==> config.mk <==
export PLATFORM = sky130hd
export DESIGN_NAME = ctrl_fsm
export DESIGN_NICKNAME = d
export VERILOG_FILES = /design/src/rtl/riscv_pkg.sv /design/src/rtl/fmt_dec.sv /design/src/rtl/ctrl_fsm.sv
export SDC_FILE = /design/constraint.sdc
export NUM_CORES = 1
export LEC_CHECK = 0
export CAP_MARGIN = 20
export CORE_MARGIN = 2
export CORE_UTILIZATION = 39
export CTS_CLUSTER_SIZE = 8
export DETAILED_ROUTE_END_ITERATION = 7
export PLACE_DENSITY = 0.81
export SYNTH_ARGS = -nofsm -noshare
export SYNTH_HDL_FRONTEND = slang
export SYNTH_SLANG_ARGS = --single-unit
==> constraint.sdc <==
create_clock -name clk -period 2.7 [get_ports clk]
set_input_delay 0.675 -clock clk [delete_from_list [all_inputs] [get_ports clk]]
set_output_delay 0.675 -clock clk [all_outputs]
set_load 0.1 [all_outputs]
==> src/rtl/riscv_pkg.sv <==
// -----------------------------------------------------------------------------
// riscv_pkg
// Shared definitions for the multi-cycle RV32I control path:
//   - fmt_t   : instruction class codes handed to the ALU decoder (0..9)
//   - OP_*    : RV32I major opcodes recognised by the control unit
//   - state_t : control FSM state encoding
//   - *_SRC / RES_* / ADR_* : datapath mux-select encodings
//   - branch_taken / branch_f3_legal : branch condition helpers
// -----------------------------------------------------------------------------
package riscv_pkg;

   typedef enum logic [3:0] {
      FMT_R  = 4'd0,
      FMT_I  = 4'd1,
      FMT_IL = 4'd2,
      FMT_IE = 4'd3,
      FMT_S  = 4'd4,
      FMT_B  = 4'd5,
      FMT_J  = 4'd6,
      FMT_JI = 4'd7,
      FMT_U  = 4'd8,
      FMT_UP = 4'd9
   } fmt_t;

   localparam logic [6:0] OP_R  = 7'b0110011;
   localparam logic [6:0] OP_I  = 7'b0010011;
   localparam logic [6:0] OP_IL = 7'b0000011;
   localparam logic [6:0] OP_IE = 7'b1110011;
   localparam logic [6:0] OP_S  = 7'b0100011;
   localparam logic [6:0] OP_B  = 7'b1100011;
   localparam logic [6:0] OP_J  = 7'b1101111;
   localparam logic [6:0] OP_JI = 7'b1100111;
   localparam logic [6:0] OP_U  = 7'b0110111;
   localparam logic [6:0] OP_UP = 7'b0010111;

   typedef enum logic [2:0] {
      ST_FETCH  = 3'd0,
      ST_DECODE = 3'd1,
      ST_EXEC   = 3'd2,
      ST_MEM    = 3'd3,
      ST_WB     = 3'd4,
      ST_HALT   = 3'd5,
      ST_TRAP   = 3'd6
   } state_t;

   localparam logic [1:0] ALU_A_RS1    = 2'd0;
   localparam logic [1:0] ALU_A_OLD_PC = 2'd1;
   localparam logic [1:0] ALU_A_ZERO   = 2'd2;

   // Code 2'd2 on alu_src_b is the constant 4; the fetch increment goes
   // through pc_src instead, so the control unit never selects it.
   localparam logic [1:0] ALU_B_RS2 = 2'd0;
   localparam logic [1:0] ALU_B_IMM = 2'd1;

   localparam logic [1:0] RES_ALU = 2'd0;
   localparam logic [1:0] RES_MEM = 2'd1;
   localparam logic [1:0] RES_PC  = 2'd2;

   localparam logic PC_SRC_PLUS4 = 1'b0;
   localparam logic PC_SRC_ALU   = 1'b1;

   localparam logic ADR_PC  = 1'b0;
   localparam logic ADR_ALU = 1'b1;

   // Branch condition from the comparator flags; funct3 2/3 never reach
   // EXEC because they trap in DECODE.
   function automatic logic branch_taken(input logic [2:0] funct3,
                                         input logic       eq,
                                         input logic       lt,
                                         input logic       ltu);
      logic taken;
      case (funct3)
         3'd0:    taken = eq;
         3'd1:    taken = !eq;
         3'd4:    taken = lt;
         3'd5:    taken = !lt;
         3'd6:    taken = ltu;
         3'd7:    taken = !ltu;
         default: taken = 1'b0;
      endcase
      return taken;
   endfunction

   function automatic logic branch_f3_legal(input logic [2:0] funct3);
      return (funct3 != 3'd2) && (funct3 != 3'd3);
   endfunction

endpackage

==> src/rtl/fmt_dec.sv <==
// -----------------------------------------------------------------------------
// fmt_dec
// Combinational opcode -> instruction class mapping.
// Ports:
//   opcode : instr[6:0]
//   funct3 : instr[14:12], only consulted to reject reserved branch codes
//   fmt    : class code (FMT_R when the opcode is unknown)
//   legal  : 1 when the opcode/funct3 combination is supported
// -----------------------------------------------------------------------------
module fmt_dec
   import riscv_pkg::*;
(
   input  logic [6:0] opcode,
   input  logic [2:0] funct3,
   output fmt_t       fmt,
   output logic       legal
);

   always_comb begin
      // NOTE: every output gets a default before the case, so no path
      // leaves a value unassigned and no latch is inferred.
      fmt   = FMT_R;
      legal = 1'b1;
      case (opcode)
         OP_R:  fmt = FMT_R;
         OP_I:  fmt = FMT_I;
         OP_IL: fmt = FMT_IL;
         OP_IE: fmt = FMT_IE;
         OP_S:  fmt = FMT_S;
         OP_B: begin
            fmt   = FMT_B;
            legal = branch_f3_legal(funct3);
         end
         OP_J:  fmt = FMT_J;
         OP_JI: fmt = FMT_JI;
         OP_U:  fmt = FMT_U;
         OP_UP: fmt = FMT_UP;
         default: legal = 1'b0;
      endcase
   end

endmodule

==> src/rtl/ctrl_fsm.sv <==
// -----------------------------------------------------------------------------
// ctrl_fsm
// Multi-cycle RV32I main control unit. Sequences FETCH/DECODE/EXEC/MEM/WB for
// one instruction at a time over a shared memory req/ready handshake, holds
// the class code for the ALU decoder and drives the datapath selects/enables.
// Ports:
//   clk, rst              : clock, asynchronous active-high reset
//   instr                 : instruction register (valid from DECODE onward)
//   mem_ready             : memory completes the current access this cycle
//   br_eq/br_lt/br_ltu    : comparator flags for branches
//   fmt, funct3, funct7   : to the ALU decoder
//   mem_req, mem_we       : memory request / write strobe
//   adr_src               : memory address select (PC / ALU result register)
//   ir_write, pc_write    : IR + old_pc load, PC update
//   pc_src                : PC+4 / ALU result
//   alu_src_a, alu_src_b  : ALU operand selects
//   result_src, reg_write : register file write-back select / enable
//   halt, illegal         : sticky ECALL/EBREAK and unsupported-instruction flags
//   instret               : retired-instruction count, wraps
// -----------------------------------------------------------------------------
module ctrl_fsm
   import riscv_pkg::*;
#(
   parameter int CNT_W = 32
) (
   input  logic             clk,
   input  logic             rst,
   input  logic [31:0]      instr,
   input  logic             mem_ready,
   input  logic             br_eq,
   input  logic             br_lt,
   input  logic             br_ltu,
   output logic [3:0]       fmt,
   output logic [2:0]       funct3,
   output logic [6:0]       funct7,
   output logic             mem_req,
   output logic             mem_we,
   output logic             adr_src,
   output logic             ir_write,
   output logic             pc_write,
   output logic             pc_src,
   output logic [1:0]       alu_src_a,
   output logic [1:0]       alu_src_b,
   output logic [1:0]       result_src,
   output logic             reg_write,
   output logic             halt,
   output logic             illegal,
   output logic [CNT_W-1:0] instret
);

   state_t            state_q;
   state_t            state_d;
   fmt_t              fmt_q;
   fmt_t              dec_fmt;
   logic              dec_legal;
   logic              retire;
   logic [CNT_W-1:0]  instret_q;

   fmt_dec u_fmt_dec (
      .opcode (instr[6:0]),
      .funct3 (instr[14:12]),
      .fmt    (dec_fmt),
      .legal  (dec_legal)
   );

   assign fmt     = fmt_q;
   assign funct3  = instr[14:12];
   assign funct7  = instr[31:25];
   assign instret = instret_q;

   // Register/immediate fields are consumed by the datapath, not here.
   logic unused_instr;
   assign unused_instr = ^{instr[24:15], instr[11:7]};

   // State register
   always_ff @(posedge clk or posedge rst) begin
      // NOTE: sequential state uses non-blocking assignments so every
      // register samples the pre-edge values of the others.
      if (rst) state_q <= ST_FETCH;
      else     state_q <= state_d;
   end

   // fmt is captured once per instruction in DECODE and held until the next
   // DECODE; instret counts on the cycle the instruction leaves for FETCH.
   always_ff @(posedge clk or posedge rst) begin
      if (rst) begin
         fmt_q     <= FMT_R;
         instret_q <= '0;
      end else begin
         if (state_q == ST_DECODE) fmt_q <= dec_fmt;
         if (retire) instret_q <= instret_q + CNT_W'(1);
      end
   end

   // Next-state logic
   always_comb begin
      state_d = state_q;
      retire  = 1'b0;
      case (state_q)
         ST_FETCH: begin
            if (mem_ready) state_d = ST_DECODE;
         end
         ST_DECODE: begin
            if (!dec_legal)             state_d = ST_TRAP;
            else if (dec_fmt == FMT_IE) state_d = ST_HALT;
            else                        state_d = ST_EXEC;
         end
         ST_EXEC: begin
            case (fmt_q)
               FMT_B: begin
                  state_d = ST_FETCH;
                  retire  = 1'b1;
               end
               FMT_IL, FMT_S:                         state_d = ST_MEM;
               FMT_R, FMT_I, FMT_U, FMT_UP,
               FMT_J, FMT_JI:                         state_d = ST_WB;
               default:                               state_d = ST_TRAP;
            endcase
         end
         ST_MEM: begin
            if (mem_ready) begin
               if (fmt_q == FMT_S) begin
                  state_d = ST_FETCH;
                  retire  = 1'b1;
               end else begin
                  state_d = ST_WB;
               end
            end
         end
         ST_WB: begin
            state_d = ST_FETCH;
            retire  = 1'b1;
         end
         ST_HALT: state_d = ST_HALT;
         ST_TRAP: state_d = ST_TRAP;
         default: state_d = ST_FETCH;
      endcase
   end

   // Output decode. Held at zero while rst is high: the reset state is FETCH,
   // which would otherwise raise mem_req during reset itself.
   always_comb begin
      mem_req    = 1'b0;
      mem_we     = 1'b0;
      adr_src    = ADR_PC;
      ir_write   = 1'b0;
      pc_write   = 1'b0;
      pc_src     = PC_SRC_PLUS4;
      alu_src_a  = ALU_A_RS1;
      alu_src_b  = ALU_B_RS2;
      result_src = RES_ALU;
      reg_write  = 1'b0;
      halt       = 1'b0;
      illegal    = 1'b0;
      if (!rst) begin
         case (state_q)
            ST_FETCH: begin
               mem_req  = 1'b1;
               adr_src  = ADR_PC;
               ir_write = mem_ready;
               pc_write = mem_ready;
               pc_src   = PC_SRC_PLUS4;
            end
            ST_EXEC: begin
               case (fmt_q)
                  FMT_R: begin
                     alu_src_a = ALU_A_RS1;
                     alu_src_b = ALU_B_RS2;
                  end
                  FMT_I, FMT_IL, FMT_S, FMT_JI: begin
                     alu_src_a = ALU_A_RS1;
                     alu_src_b = ALU_B_IMM;
                  end
                  FMT_U: begin
                     alu_src_a = ALU_A_ZERO;
                     alu_src_b = ALU_B_IMM;
                  end
                  FMT_UP, FMT_J, FMT_B: begin
                     alu_src_a = ALU_A_OLD_PC;
                     alu_src_b = ALU_B_IMM;
                  end
                  default: ;
               endcase
               if (fmt_q == FMT_B) begin
                  pc_write = branch_taken(instr[14:12], br_eq, br_lt, br_ltu);
                  pc_src   = PC_SRC_ALU;
               end
               // For JI the datapath clears bit 0 of the target.
               if (fmt_q == FMT_J || fmt_q == FMT_JI) begin
                  pc_write = 1'b1;
                  pc_src   = PC_SRC_ALU;
               end
            end
            ST_MEM: begin
               mem_req = 1'b1;
               adr_src = ADR_ALU;
               mem_we  = (fmt_q == FMT_S);
            end
            ST_WB: begin
               reg_write = 1'b1;
               if (fmt_q == FMT_IL)                        result_src = RES_MEM;
               else if (fmt_q == FMT_J || fmt_q == FMT_JI) result_src = RES_PC;
               else                                        result_src = RES_ALU;
            end
            ST_HALT: halt    = 1'b1;
            ST_TRAP: illegal = 1'b1;
            default: ;
         endcase
      end
   end

endmodule

==> flow_summary.ini, run 1 <==
[status]
status = complete, no violations

[clocking]
clockRootBuffer = clkbuf_8
clk_pin_slew_ns = 0.08
clock-sinks = 39
cts_buffers = 5
cts_tree = done
clock_latency_ns = 0.30
hold_buffers = 0
h-tree-depth = 2
cts.path.max_buffers = 2

[timing]
hold_viol_final = 0
clock.fmax_mhz = 379
finClkSkew_ns = 0.0106
setup_ws_ns = 0.0586
rsz0062_at_grt = false
max_slew.worst_pin.slew_ns = 0.573
slew_headroom_pct = 61.5
whs_ns = 0.487
setup_tns_ns = 0
final_max_slew_viol_count = 0
min_period_ns = 2.64
fin_crit_sh_pct = 97.8
setup_viol = 0

[logic_synthesis]
yosys_most_used_dff = dfrtp_1
async_reset_ff_share_pct = 100
yosysTopAreaCellShare_pct = 41.3
ys_types = 49
yosysSeqAreaShare_pct = 41.3
synth_area_leader_cell = dfrtp_1
yosys_register_bits = 39
synth_edf_count = 0
syn_inst = 251
ys_warn_count = 0
synthesis.area_um2 = 2360
synth.avg_cell_area_um2 = 9.41
yosys-top-cells-area = dfrtp_1, xnor2_1, xor2_1, nand2_1, buf_4
synth_nets = 290

[placed_design]
gp_congestion = 0.846
placed_cell_area_um2 = 3280
hpwl_um = 3990
place_inst = 385
port_buffers = 68
preCtsSetupSlack_ns = -0.359

[die]
core_area_um2 = 5890
num_rows = 28
die_y_um = 81.8
die-area_um2 = 6690
io_pins = 99
start_util_pct = 40.1
fp.dieW_um = 81.8

[critical_path]
worstPathMaxFanout = 2
critPathRequiredTime_ns = 2.03
arrival_ns = 1.97
crit_path_end_kind = output port
worst-setup-path-type = in2out
worstSetupStartpointType = input pin

[pwr]
finalPower_mw = 2.48
power.density_nw_per_um2 = 727
power.switching_mw = 1.18
irDropWorstVdd_uv = 379
p_sw_share_pct = 47.4
p_leak_nw = 1.52
pwr-share-seq_pct = 33.4
comb_power_share_pct = 46.4
power_frac_clock_pct = 20.2
intPower_mw = 1.30

[worst_hold_path]
hp-class = reg2reg

[route]
wl_per_cell_um = 13.7
drt_iter0_drc = 68
routed_wl_um = 5380
drc = 0
vias = 2073
ant_nets = 0
routed_via_density = 5.26
dr.pass1.iters = 4

[finish]
design_area_um2 = 3410
layout.nets = 357
final_util_pct = 58.0
area_growth_pct = 44.5
n_antenna_cell = 0
drive_gt1_share_pct = 34.2
stdcell_count = 394
num-fill-cells = 503

[global_routing]
grt-ovfl-total = 0
grt_pass1_vias = 1968
grt_pass1_wl_um = 9000
antenna_found_initial = 0
grtUsageTotal_pct = 17.0
grt_max_degree = 40

[run]
maxCapViolCount = 0
-- routing by layer --
layer / wire, um / vias up / part of all wire, % / track usage, %
li1: - / 1011 / - / -
met1: 2370 / 990 / 44 / 22.0
met2: 2630 / 65 / 49 / 27.9
met3: 342 / 7 / 6.4 / 4.62
met4: 43 / 0 / 0.80 / 5.00
met5: 0 / - / 0 / 0
-- placed cells by master (no fill, tap or decap), types with 5 or more instances in the layout --
cell and n:
nand4_1 8, o21ai_0 6, inv_1 5, xor2_1 14, clkbuf_8 5, nor3_1 6
xnor2_1 21, buf_12 17, nor2_1 15, nand2_1 25, clkdlybuf4s50_1 8, buf_4 49
dfrtp_1 35, nand3_1 9, a21oi_1 6, and3_1 9, nor3_2 5
-- state kept, by name, summed over array words and instances, names as in the netlist --
name     cells
state_q      3
instret     32
fmt          4
-- synthesized netlist by cell type (2+ instances only) --
| library cell | n |
|---|---|
| buf_4 | 12 |
| nand4_1 | 8 |
| a31oi_1 | 2 |
| clkbuf_1 | 4 |
| inv_1 | 6 |
| nor4_1 | 3 |
| nand3_1 | 9 |
| o21ai_0 | 7 |
| mux2_2 | 3 |
| nor3_1 | 9 |
| nor2_1 | 19 |
| and4_1 | 4 |
| o22ai_1 | 2 |
| nand2b_1 | 4 |
| a21oi_1 | 6 |
| nand2_1 | 28 |
| buf_2 | 4 |
| and3_1 | 11 |
| nor2b_1 | 3 |
| nor3b_1 | 2 |
| or3_1 | 2 |
| dfrtp_1 | 39 |
| xnor2_1 | 21 |
| xor2_1 | 14 |
| nor3_2 | 5 |
-- worst max-delay path, stage by stage --
cell and delay (ns):
clkdlybuf4s50_1 0.47, nor2b_2 0.19, a211oi_2 0.08, nor4b_4 0.33, buf_12 0.21
-- power groups by stage --
stage	Combinational (mW)	Clock (mW)	Sequential, mW
3_5_place_dp	1.15	0	0.832
4_1_cts	1.16	0.515	0.826
3_3_place_gp	1.13	0	0.830
2_1_floorplan	0.678	0	1.04
5_1_grt	1.21	0.539	0.848
6_report	1.15	0.501	0.829
-- final timing paths --
kind / depth (start not counted) / endpoint / from / slack, ns
setup reg to reg: 5 / instret[31]$_DFFE_PP0P_ / state_q[1]$_DFFE_PP0P_ / 0.41
min in group asynchronous: 4 / instret[26]$_DFFE_PP0P_ / rst / 0.80
max in group asynchronous: 4 / fmt[3]$_DFFE_PP0P_ / rst / 1.54
hold reg to reg: 1 / instret[31]$_DFFE_PP0P_ / instret[31]$_DFFE_PP0P_ / 0.49
hold / removal: 1 / instret[31]$_DFFE_PP0P_ / instret[31]$_DFFE_PP0P_ / 0.49
setup / recovery: 5 / pc_write / mem_ready / 0.06
-- cell families after synthesis --
family / share of synthesized area (%)
other: 0.159
adder cells (fa/ha/maj): 0.530
XOR/XNOR: 13.0
multiplexers: 1.85
AO/OA/AOI/OAI: 8.21
buffers and inverters: 6.73
AND/OR/NAND/NOR: 28.2
flip-flops: 41.3
-- cell type report --
class / count / area (um^2) / share of cell area [%]
Tap cell: 75 / 93.8 / 2.75
Sequential cell: 39 / 981 / 28.7
Clock inverter: 3 / 46.3 / 1.36
Multi-Input combinational cell: 185 / 1350 / 39.5
Clock buffer: 5 / 68.8 / 2.02
Inverter: 6 / 26.3 / 0.770
Timing Repair Buffer: 81 / 848 / 24.9
-- timing repair --
item	4_1_cts	5_1_grt
cloned	0	0
pin swaps	7	4
setup endpoints to repair	8	1
resized for setup	15	3
setup buffers	1	0
hold endpoints to repair	0	0
No activity file was read; power rests on OpenSTA's default activity.
==> run 2: changes to the inputs <==
Settings changed: CORE_UTILIZATION 39 to 40, CTS_BUF_LIST from default to sky130_fd_sc_hd__clkbuf_4 sky130_fd_sc_hd__clkbuf_8, CTS_CLUSTER_DIAMETER from default to 200, PLACE_DENSITY 0.81 to 0.83, RECOVER_POWER from default to 50.
==> run 2 against run 1 <==
Worst hold slack worse by 0.0097 ns. Critical path type unchanged. Highest routed layer unchanged. Clock power down 23%. First-iteration DRC count up 28%.
==> flow_summary.ini, run 2 (same netlist as run 1, synthesis figures left out) <==
[status]
status = complete, no violations

[route]
ant_nets = 0
wl_met1_um = 2220
met3_wirelength_um = 372
routed_wl_um = 5380
vias = 2057
drt_iter0_drc = 87
top_layer = met4
drc = 0
dr.pass1.iters = 4
wl_per_cell_um = 13.7
wl_met2_um = 2700
routed_via_density = 5.25

[die]
die_y_um = 80.8
num_rows = 27
die-area_um2 = 6530
fp.dieW_um = 80.8
io_pins = 99
start_util_pct = 42.1
core_area_um2 = 5610

[critical_path]
timing.rr.end = instret[27]$_DFFE_PP0P_
r2r_setup_slack_ns = 0.38
crit_path_end_kind = output port
timing.rr.start = state_q[1]$_DFFE_PP0P_
r2r_cells = 5
worst-setup-path-type = in2out
crit_path_start = mem_ready
critPathRequiredTime_ns = 2.03
worstPathMaxFanout = 2
crit_path_end = pc_write
arrival_ns = 1.95
worstSetupStartpointType = input pin

[clocking]
h-tree-depth = 2
cts_tree = done
clock-sinks = 39
cts_buffers = 5
cts.path.max_buffers = 2
clk_pin_slew_ns = 0.07
hold_buffers = 0
clockRootBuffer = clkbuf_8
clock_latency_ns = 0.28

[worst_hold_path]
hp-class = reg2reg

[finish]
design_area_um2 = 3310
n_antenna_cell = 0
num-fill-cells = 507
seqCellArea_um2 = 981
area_growth_pct = 40.0
layout.nets = 358
multi_input_area_um2 = 1350
layout_common_cells = dfrtp_1, buf_4, nand2_1
largest_reg_flops = 32
layout.cells.most_common = dfrtp_1
drive_gt1_share_pct = 27.8

[timing]
fin_crit_sh_pct = 97.2
min_period_ns = 2.63
slew_headroom_pct = 21.9
clock.fmax_mhz = 381
rsz0062_at_grt = false
setup_viol = 0
hold_viol_final = 0
max_slew.worst_pin.slew_ns = 1.18
final_max_slew_viol_count = 0
finClkSkew_ns = 0.00313
whs_ns = 0.478

[pwr]
irDropWorstVdd_uv = 440
finalPower_mw = 2.35
power.density_nw_per_um2 = 712
p_leak_nw = 1.44

[global_routing]
grtUsageTotal_pct = 17.6
antenna_found_initial = 0
grt_pass1_vias = 2034
grt_pass1_wl_um = 9150
grt_max_degree = 40
grt-ovfl-total = 0

[placed_design]
placed_cell_area_um2 = 3290
gp_congestion = 0.844
port_buffers = 68
hpwl_um = 4160

[run]
maxCapViolCount = 0
-- run 2: cell type report --
class,count,share of cell area [%]
clock buffers,7,2.54
multi-input cells,185,40.8
repair buffers,82,23.4
inverters,6,0.719
clock inverters,1,0.151
well taps,72,2.73
flip-flops and latches,39,29.7
-- run 2: layer usage --
layer | global-route usage (%) | vias up
li1 | - | 1005
met1 | 21.9 | 969
met3 | 3.78 | 9
met2 | 30.5 | 74
met4 | 5.59 | 0
met5 | 0 | -
-- run 2: report_power, final --
part / internal [mW] / leakage [nW] / total [mW] / switching [mW]
Clock: 0.201 / 0.0491 / 0.386 / 0.184
Sequential: 0.649 / 0.527 / 0.831 / 0.181
Combinational: 0.369 / 0.861 / 1.14 / 0.768
-- run 2: what timing repair did --
action                     in CTS  in global routing
gates resized for setup        11                  9
setup endpoints to repair       9                  1
pin swaps                       6                  5
buffers inserted                0                  0
-- run 2: worst min path at each step --
stage / end / cells after the start / from
3_3_place_gp: instret[31]$_DFFE_PP0P_ / 1 / instret[31]$_DFFE_PP0P_
2_1_floorplan: state_q[1]$_DFFE_PP0P_ / 3 / state_q[2]$_DFFE_PP0P_
6_report: instret[31]$_DFFE_PP0P_ / 1 / instret[31]$_DFFE_PP0P_
5_1_grt: instret[31]$_DFFE_PP0P_ / 1 / instret[31]$_DFFE_PP0P_
3_5_place_dp: instret[31]$_DFFE_PP0P_ / 1 / instret[31]$_DFFE_PP0P_
4_1_cts: instret[31]$_DFFE_PP0P_ / 1 / instret[31]$_DFFE_PP0P_
-- run 2: per-stage QoR --
step	setup TNS, ns	instances	setup WS, ns	utilization [%]
after floorplan	-3.42	251	-1.33	-
after global placement	-0.824	384	-0.325	58.7
after detailed placement	-0.945	384	-0.374	58.7
after CTS	-0.0817	392	-0.0817	60.5
after global routing	0	392	0.00893	58.9
final	0	392	0.0749	58.9
-- run 2: worst max-delay path, stage by stage --
cell,delay (ns)
clkdlybuf4s50_1,0.48
nor2b_2,0.17
a211oi_2,0.07
nor4b_4,0.33
buf_12,0.22
